`src/rtl/vga_pkg.sv`:
```
// Shared timing defaults, pixel/address packing and the per-pixel control
// bundle that rides the alignment delay line.
package vga_pkg;

    // 640x480@60 with a 25 MHz pixel clock
    localparam int DEF_H_ACTIVE = 640;
    localparam int DEF_H_FP     = 16;
    localparam int DEF_H_SYNC   = 96;
    localparam int DEF_H_BP     = 48;
    localparam int DEF_V_ACTIVE = 480;
    localparam int DEF_V_FP     = 10;
    localparam int DEF_V_SYNC   = 2;
    localparam int DEF_V_BP     = 33;
    localparam int DEF_H_TOTAL  = DEF_H_ACTIVE + DEF_H_FP + DEF_H_SYNC + DEF_H_BP;
    localparam int DEF_V_TOTAL  = DEF_V_ACTIVE + DEF_V_FP + DEF_V_SYNC + DEF_V_BP;

    localparam int DEF_IMG_X0   = 192;
    localparam int DEF_IMG_Y0   = 112;
    localparam int IMG_SIZE     = 256;
    localparam int CNT_W        = 10;

    typedef struct packed {
        logic [7:0] r;
        logic [7:0] g;
        logic [7:0] b;
    } rgb24_t;

    typedef struct packed {
        logic [7:0] y;
        logic [7:0] x;
    } fb_addr_t;

    typedef struct packed {
        logic active;
        logic hs;
        logic vs;
        logic inwin;
        logic first;
    } stage_t;

    localparam stage_t STAGE_IDLE = '{active: 1'b0, hs: 1'b1, vs: 1'b1,
                                      inwin: 1'b0, first: 1'b0};

    function automatic fb_addr_t fb_pack(input logic [7:0] y, input logic [7:0] x);
        fb_pack = '{y: y, x: x};
    endfunction

endpackage

```
`src/rtl/vga_timing.sv`:
```
// Raster counters with wrap logic and the stage-0 active/sync decode.
module vga_timing
    import vga_pkg::*;
#(
    parameter int H_ACTIVE = DEF_H_ACTIVE,
    parameter int H_FP     = DEF_H_FP,
    parameter int H_SYNC   = DEF_H_SYNC,
    parameter int H_BP     = DEF_H_BP,
    parameter int V_ACTIVE = DEF_V_ACTIVE,
    parameter int V_FP     = DEF_V_FP,
    parameter int V_SYNC   = DEF_V_SYNC,
    parameter int V_BP     = DEF_V_BP
) (
    input  logic             CLK,
    input  logic             NRST,
    output logic [CNT_W-1:0] o_hc,
    output logic [CNT_W-1:0] o_vc,
    output logic             o_active,
    output logic             o_hs,
    output logic             o_vs,
    output logic             o_first
);

    localparam int H_TOTAL = H_ACTIVE + H_FP + H_SYNC + H_BP;
    localparam int V_TOTAL = V_ACTIVE + V_FP + V_SYNC + V_BP;

    logic [CNT_W-1:0] r_hc;
    logic [CNT_W-1:0] r_vc;
    logic             w_h_end;
    logic             w_v_end;

    assign w_h_end = (r_hc == CNT_W'(H_TOTAL - 1));
    assign w_v_end = (r_vc == CNT_W'(V_TOTAL - 1));

    always_ff @(posedge CLK) begin
        if (!NRST) begin
            r_hc <= '0;
            r_vc <= '0;
        end else if (w_h_end) begin
            r_hc <= '0;
            r_vc <= w_v_end ? '0 : r_vc + CNT_W'(1);
        end else begin
            r_hc <= r_hc + CNT_W'(1);
        end
    end

    assign o_hc     = r_hc;
    assign o_vc     = r_vc;
    assign o_active = (r_hc < CNT_W'(H_ACTIVE)) && (r_vc < CNT_W'(V_ACTIVE));
    assign o_hs     = !((r_hc >= CNT_W'(H_ACTIVE + H_FP)) &&
                        (r_hc <  CNT_W'(H_ACTIVE + H_FP + H_SYNC)));
    assign o_vs     = !((r_vc >= CNT_W'(V_ACTIVE + V_FP)) &&
                        (r_vc <  CNT_W'(V_ACTIVE + V_FP + V_SYNC)));
    assign o_first  = (r_hc == '0) && (r_vc == '0);

endmodule

```
`src/rtl/vga_scanout.sv`:
```
// Framebuffer reader: window test, read issue, RAM-latency alignment and
// the registered VGA output mux.
module vga_scanout
    import vga_pkg::*;
#(
    parameter int H_ACTIVE = DEF_H_ACTIVE,
    parameter int H_FP     = DEF_H_FP,
    parameter int H_SYNC   = DEF_H_SYNC,
    parameter int H_BP     = DEF_H_BP,
    parameter int V_ACTIVE = DEF_V_ACTIVE,
    parameter int V_FP     = DEF_V_FP,
    parameter int V_SYNC   = DEF_V_SYNC,
    parameter int V_BP     = DEF_V_BP,
    parameter int IMG_X0   = DEF_IMG_X0,
    parameter int IMG_Y0   = DEF_IMG_Y0,
    parameter int RAM_LAT  = 1
) (
    input  logic        CLK,
    input  logic        NRST,
    input  logic [23:0] iBORDER,
    output logic        oRD_EN,
    output logic [15:0] oRD_ADDR,
    input  logic [23:0] iRD_DATA,
    output logic [7:0]  oVGA_R,
    output logic [7:0]  oVGA_G,
    output logic [7:0]  oVGA_B,
    output logic        oVGA_HS,
    output logic        oVGA_VS,
    output logic        oVGA_BLANK_N,
    output logic        oFRAME_START
);

    logic [CNT_W-1:0] w_hc;
    logic [CNT_W-1:0] w_vc;
    logic             w_active;
    logic             w_hs;
    logic             w_vs;
    logic             w_first;

    vga_timing #(
        .H_ACTIVE (H_ACTIVE),
        .H_FP     (H_FP),
        .H_SYNC   (H_SYNC),
        .H_BP     (H_BP),
        .V_ACTIVE (V_ACTIVE),
        .V_FP     (V_FP),
        .V_SYNC   (V_SYNC),
        .V_BP     (V_BP)
    ) u_timing (
        .CLK      (CLK),
        .NRST     (NRST),
        .o_hc     (w_hc),
        .o_vc     (w_vc),
        .o_active (w_active),
        .o_hs     (w_hs),
        .o_vs     (w_vs),
        .o_first  (w_first)
    );

    // Unsigned 10-bit offsets: columns/lines left of or above the window
    // wrap to large values and fail the < 256 test.
    logic [CNT_W-1:0] w_dx;
    logic [CNT_W-1:0] w_dy;
    logic             w_inwin;
    stage_t           w_stage;

    assign w_dx    = w_hc - CNT_W'(IMG_X0);
    assign w_dy    = w_vc - CNT_W'(IMG_Y0);
    assign w_inwin = w_active && (w_dx < CNT_W'(IMG_SIZE)) && (w_dy < CNT_W'(IMG_SIZE));

    always_comb begin
        w_stage        = STAGE_IDLE;
        w_stage.active = w_active;
        w_stage.hs     = w_hs;
        w_stage.vs     = w_vs;
        w_stage.inwin  = w_inwin;
        w_stage.first  = w_first;
    end

    logic     r_rd_en;
    fb_addr_t r_rd_addr;

    always_ff @(posedge CLK) begin
        if (!NRST) begin
            r_rd_en   <= 1'b0;
            r_rd_addr <= '0;
        end else begin
            r_rd_en <= w_inwin;
            if (w_inwin)
                r_rd_addr <= fb_pack(w_dy[7:0], w_dx[7:0]);
        end
    end

    assign oRD_EN   = r_rd_en;
    assign oRD_ADDR = r_rd_addr;

    // Stage k holds the controls issued k+1 cycles ago; stage RAM_LAT lines
    // up with the read data returned for the same pixel.
    stage_t [RAM_LAT:0] r_pipe;

    always_ff @(posedge CLK) begin
        if (!NRST) begin
            r_pipe <= {(RAM_LAT + 1){STAGE_IDLE}};
        end else begin
            r_pipe[0] <= w_stage;
            for (int k = 1; k <= RAM_LAT; k++)
                r_pipe[k] <= r_pipe[k-1];
        end
    end

    stage_t w_al;
    rgb24_t w_rgb_next;
    rgb24_t r_rgb;
    logic   r_hs;
    logic   r_vs;
    logic   r_blank_n;
    logic   r_frame_start;

    assign w_al = r_pipe[RAM_LAT];

    always_comb begin
        w_rgb_next = '0;
        if (w_al.inwin)
            w_rgb_next = iRD_DATA;
        else if (w_al.active)
            w_rgb_next = iBORDER;
    end

    always_ff @(posedge CLK) begin
        if (!NRST) begin
            r_rgb         <= '0;
            r_hs          <= 1'b1;
            r_vs          <= 1'b1;
            r_blank_n     <= 1'b0;
            r_frame_start <= 1'b0;
        end else begin
            r_rgb         <= w_rgb_next;
            r_hs          <= w_al.hs;
            r_vs          <= w_al.vs;
            r_blank_n     <= w_al.active;
            r_frame_start <= w_al.first;
        end
    end

    assign oVGA_R       = r_rgb.r;
    assign oVGA_G       = r_rgb.g;
    assign oVGA_B       = r_rgb.b;
    assign oVGA_HS      = r_hs;
    assign oVGA_VS      = r_vs;
    assign oVGA_BLANK_N = r_blank_n;
    assign oFRAME_START = r_frame_start;

endmodule
```
`config.mk`:
```
export PLATFORM = sky130hd
export DESIGN_NAME = vga_scanout
export DESIGN_NICKNAME = d
export VERILOG_FILES = /design/src/rtl/vga_pkg.sv /design/src/rtl/vga_timing.sv /design/src/rtl/vga_scanout.sv
export SDC_FILE = /design/constraint.sdc
export NUM_CORES = 1
export LEC_CHECK = 0
export ABC_AREA = 1
export CAP_MARGIN = 30
export CORE_MARGIN = 5
export CORE_UTILIZATION = 40
export CTS_CLUSTER_DIAMETER = 60
export DETAILED_ROUTE_END_ITERATION = 16
export GPL_TIMING_DRIVEN = 0
export PLACE_DENSITY = 0.69
export SETUP_SLACK_MARGIN = 0.05
export SLEW_MARGIN = 40
export SYNTH_ARGS = -nofsm -noshare
export SYNTH_HDL_FRONTEND = slang
export SYNTH_HIERARCHICAL = 1
export SYNTH_SLANG_ARGS = --single-unit
```
`constraint.sdc`:
```
create_clock -name CLK -period 4.3 [get_ports CLK]
set_clock_uncertainty 0.15 [all_clocks]
set_input_delay 0.86 -clock CLK [delete_from_list [all_inputs] [get_ports CLK]]
set_output_delay 0.86 -clock CLK [all_outputs]
set_load 0.03 [all_outputs]
```
* After elaboration in Yosys (flattened, before gate mapping)
Cells that the tools add are included.
** Operators by class
- Add/sub/neg operators :: 4
- Equal/unequal tests :: 2
- Reduce and logical (&&, ||, !) cells :: 11
- Bitwise operators :: 1
- Order comparisons :: 8
- Muxes and demuxes :: 3
** Operators by type and width (count)
- $mux W24 :: 2
- $lt A10 B9 Y1 const B :: 4
- $add A10 B1 Y10 const B :: 2
- $eq A10 B10 Y1 const B :: 2
- $logic_not A10 Y1 :: 2
- $lt A10 B10 Y1 const B :: 2
- $ge A10 B10 Y1 const B :: 1
- $ge A10 B9 Y1 const B :: 1
- $mux W10 :: 1
- $sub A10 B7 Y10 const B :: 1
- $sub A10 B8 Y10 const B :: 1
- $logic_and A1 B1 Y1 :: 6
- $logic_not A1 Y1 :: 2
- $reduce_or A2 Y1 :: 1
- $not A1 Y1 :: 1
** Storage, ports and cells
- Register bits after elaboration :: 74
- Bits of input ports :: 50
- Word-level logic and storage cells :: 50
- Output and inout bits :: 45

* Logic depth before layout (Yosys ltp)
- Depth after elaboration :: 4
- Gate-level depth with buffers :: 11
- Gate-level depth less buffers :: 10

* Modules after synthesis
Netlist, hierarchy kept.
** By module, submodules not included
- vga_scanout :: sequential area each 1081.0 um2, times used 1, cells an instance 280, area an instance 2158.3 um2
- vga_timing :: sequential area each 400.4 um2, times used 1, cells an instance 175, area an instance 1138.6 um2

* Least setup slack after synthesis
No wires, ideal clock.
- Path type :: reg2reg
- From :: register u_timing.r_hc[8] (netlist: u_timing/o_hc[8])
- To :: register r_rd_addr, in the netlist oRD_ADDR[10]
- Cell stages (with the launch flop) :: 9
- Clock period less this slack :: 1.844 ns
- Arrival :: 1.632 ns
- Setup time :: 0.062 ns
- Slack :: 2.456 ns
- Path buffers :: 1
- Cells stage by stage :: dfxtp_1 -> nand2_1 -> inv_1 -> nor4_1 -> nand4_1 -> nor2_8 -> buf_12 -> nor2_2 -> nor2_2
** On the way
- Longest elaborated chain between the ends :: 4
** RTL lines
- start, declared :: RTL line vga_timing.sv:27 : logic [CNT_W-1:0] r_hc;
- start signal, assigned :: RTL line vga_timing.sv:43 : r_hc <= r_hc + CNT_W'(1);
- $lt A10 B10 Y1 :: RTL line vga_timing.sv:49 : assign o_active = (r_hc < CNT_W'(H_ACTIVE)) && (r_vc < CNT_W'(V_ACTIVE));
- $logic_and A1 B1 Y1 :: RTL line vga_timing.sv:49
- via w_active :: RTL line vga_scanout.sv:35 : logic w_active;
- $logic_and A1 B1 Y1 (2 in series) :: RTL line vga_scanout.sv:69 : assign w_inwin = w_active && (w_dx < CNT_W'(IMG_SIZE)) && (w_dy < CNT_W'(IMG_SIZE));
- end signal, assigned :: RTL line vga_scanout.sv:90 : r_rd_addr <= fb_pack(w_dy[7:0], w_dx[7:0]);
- end, declared :: RTL line vga_scanout.sv:81 : fb_addr_t r_rd_addr;
The timed path passes the listed nets, and every way through them passes these cells.
A chain may end at the register's enable or synchronous reset.

* Worst setup path after layout
- From :: register r_rd_addr, in the netlist oRD_ADDR[9]
- To :: output oRD_ADDR[9]
** RTL lines
- end, declared :: RTL line vga_scanout.sv:22 : output logic [15:0] oRD_ADDR,
No word-level cell between the ends.

==> impl_metrics.env <==
export IMPL_setup_violations=0
export IMPL_ys_types=28
export IMPL_chipHeight_um=101
export IMPL_tns_ns=0
export IMPL_fillCellCount=752
export IMPL_insertion_delay_ns=0.35
export IMPL_hold_end="oVGA_HS$_SDFF_PN1_"
export IMPL_synth_area_leader_cell="dfxtp_1"
export IMPL_syn_nets=511
export IMPL_worst_path_buf_inv=1
export IMPL_crit_chain="clkdlybuf4s50_1"
export IMPL_tightest_slew_ns=0.594
export IMPL_cts_max_level=3
export IMPL_yosys_warnings=6
export IMPL_required_ns=3.29
export IMPL_vias_per_cell=4.68
export IMPL_cts_tree="done"
export IMPL_antenna_found_initial=0
export IMPL_intPower_mw=1.16
export IMPL_hold_violations=0
export IMPL_synth_common_cells="125 x nand2_1, 74 x dfxtp_1, 56 x inv_1"
export IMPL_hp_start="r_pipe[8]$_SDFF_PN1_"
export IMPL_layout_nets=616
export IMPL_first_global_vias=2999
export IMPL_io_buffers=94
export IMPL_grt_pass1_wl_um=13600
export IMPL_crit_slowest_cell="clkdlybuf4s50_1"
export IMPL_regArea_um2=1480
export IMPL_worst_hold_path_type="reg2reg"
export IMPL_dpl_hpwl_um=6520
export IMPL_die_x_um=101
export IMPL_reg2reg_depth=8
export IMPL_post_cts_setup_buffers=0
export IMPL_io_pins=95
export IMPL_switchingPower_uw=317
export IMPL_finalCoreUtilization=0.568
export IMPL_num_vias=3135
export IMPL_r2r_setup_slack_ns=2.02
export IMPL_path_max_fanout=2
export IMPL_power_density_nw_per_um2=320
export IMPL_rsz0062_at_grt="no"
export IMPL_leakage_nw=1.88
export IMPL_sw_frac_of_total=0.214
export IMPL_coreArea_um2=8130
export IMPL_diodes=0
export IMPL_floorplan_rows=33
export IMPL_start_kind="flip-flop"
export IMPL_ys_flop_type="dfxtp_1"
export IMPL_clkPwrFrac=0.447
export IMPL_synth_most_common_cell="nand2_1"
export IMPL_ctsRootBufferMaster="clkbuf_8"
export IMPL_numCtsBuffers=9
export IMPL_placed_area_um2=4370
export IMPL_final_period_utilization=0.557
export IMPL_crit_type="reg2out"
export IMPL_grt_total_usage=0.167
export IMPL_yosys_top_cells_area="dfxtp_1 45%, nand2_1 14%, inv_1 6.4%"
export IMPL_ant_nets=0
export IMPL_p_seq_frac=0.475
export IMPL_maxClockFrequency_mhz=417
export IMPL_endpoint_kind="output port"
export IMPL_power_mw=1.48
export IMPL_ys_seq_area_frac=0.449
export IMPL_area_growth_pct=40.1
export IMPL_initial_core_util=0.405
export IMPL_cts_sinks=74
export IMPL_status="finished clean"
export IMPL_p_comb_frac=0.078
export IMPL_drc=0
export IMPL_synth_avg_cell_area_um2=7.25
export IMPL_die_area_um2=10200
export IMPL_syn_inst=455
export IMPL_synth_edf_count=0
export IMPL_hold_path_cell_count=1
export IMPL_ctsResizeCount=0
export IMPL_routed_wl_um=8430
export IMPL_r2r_end="oRD_ADDR[12]$_SDFFE_PN0P_"
export IMPL_worstReg2RegStart="u_timing/o_hc[8]$_SDFF_PP0_"
export IMPL_grt_max_degree=14
export IMPL_async_flop_share=0
export IMPL_cts_buffer_depth=2
export IMPL_max_cap_viol_count=0
export IMPL_clk_pin_slew_ns=0.08
export IMPL_multi_input_area_um2=1520
export IMPL_overflow=0
export IMPL_synth_top_area_frac=0.449
export IMPL_synthesis_area_um2=3300
export IMPL_finalMaxSlewViolations=0
export IMPL_holdWs_ns=0.263
export IMPL_first_iter_violations=119
export IMPL_stdcell_area_um2=4620
export IMPL_relSlewSlack=0.600
export IMPL_synth_seq_cells=74
export IMPL_path_delay_family="buffers and inverters"
export IMPL_ctsHoldBuffers=0
export IMPL_final_layout_size_suffix_gt1_frac=0.113
export IMPL_place_gp_congestion=0.880
export IMPL_first_pass_iters=4
export IMPL_wl_per_cell_um=12.6
export IMPL_crit_arrival_ns=1.39
export IMPL_period_needed_ns=2.40
export IMPL_slowest_delay_ns=0.68
export IMPL_peakVddDrop_v=0.000143
power by group through the flow:
stage	sequential, mW	clock [mW]	combinational, mW
3_3_place_gp	0.718	0	0.115
2_1_floorplan	0.731	0	0.0329
6_report	0.702	0.662	0.115
5_1_grt	0.704	0.717	0.126
4_1_cts	0.702	0.681	0.116
3_5_place_dp	0.718	0	0.115
layout by cell type (no fill, tap or decap), types with 10 or more instances in the layout:
cell,count
nand2_1,125
clkdlybuf4s50_1,94
dfxtp_1,74
inv_1,56
nor2_1,53
a21oi_1,32
nor2_2,22
nand4_1,21
nand3_1,15
clkbuf_8,10
final cells by class:
class                   instances  area share
well taps                     105      0.0284
inverters                      57      0.0463
multi-input cells             309       0.328
clock buffers                  10      0.0298
plain buffers                  15      0.0187
flip-flops and latches         74       0.321
repair buffers                 94       0.204
clock inverters                 6      0.0244
metrics by stage:
| stage | std cells | worst slack [ns] |
|---|---|---|
| floorplan | 455 | 2.46 |
| global placement | 654 | 1.61 |
| detailed placement | 654 | 1.62 |
| CTS | 670 | 1.88 |
| global route | 670 | 1.83 |
| finish | 670 | 1.90 |
cell families after synthesis:
family / share of synthesized area
buf+inv: 0.0911
simple gates: 0.357
fa+ha+maj: 0.0228
compound gates: 0.0694
xor+xnor: 0.0106
flops: 0.449
per-layer routing:
metal / track usage / share of wire
met1: 0.210 / 0.45
met3: 0.0360 / 0.082
met4: 0.0622 / 0.016
met5: 0 / 0
met2: 0.278 / 0.45
how the worst max path moves through the flow:
stage,start,end,slack (ns),cells after the start
global placement,NRST,r_pipe[3]$_SDFF_PN1_,1.61,4
detailed placement,NRST,r_pipe[3]$_SDFF_PN1_,1.62,4
finish,oRD_ADDR[9]$_SDFFE_PN0P_,oRD_ADDR[9],1.90,1
CTS,oRD_ADDR[4]$_SDFFE_PN0P_,oRD_ADDR[4],1.88,1
floorplan,u_timing/o_hc[8]$_SDFF_PP0_,oRD_ADDR[10]$_SDFFE_PN0P_,2.46,8
global route,oRD_ADDR[14]$_SDFFE_PN0P_,oRD_ADDR[14],1.83,1
flip-flops by register name (all words and copies together) (netlist names):
register,flops
oRD_ADDR,16
u_timing/o_vc,10
u_timing/o_hc,10
r_pipe,10
oVGA_G,8
oFRAME_START,1
oVGA_B,8
oVGA_VS,1
oVGA_BLANK_N,1
oVGA_HS,1
oVGA_R,8
Power figures use the tool's default switching activity.
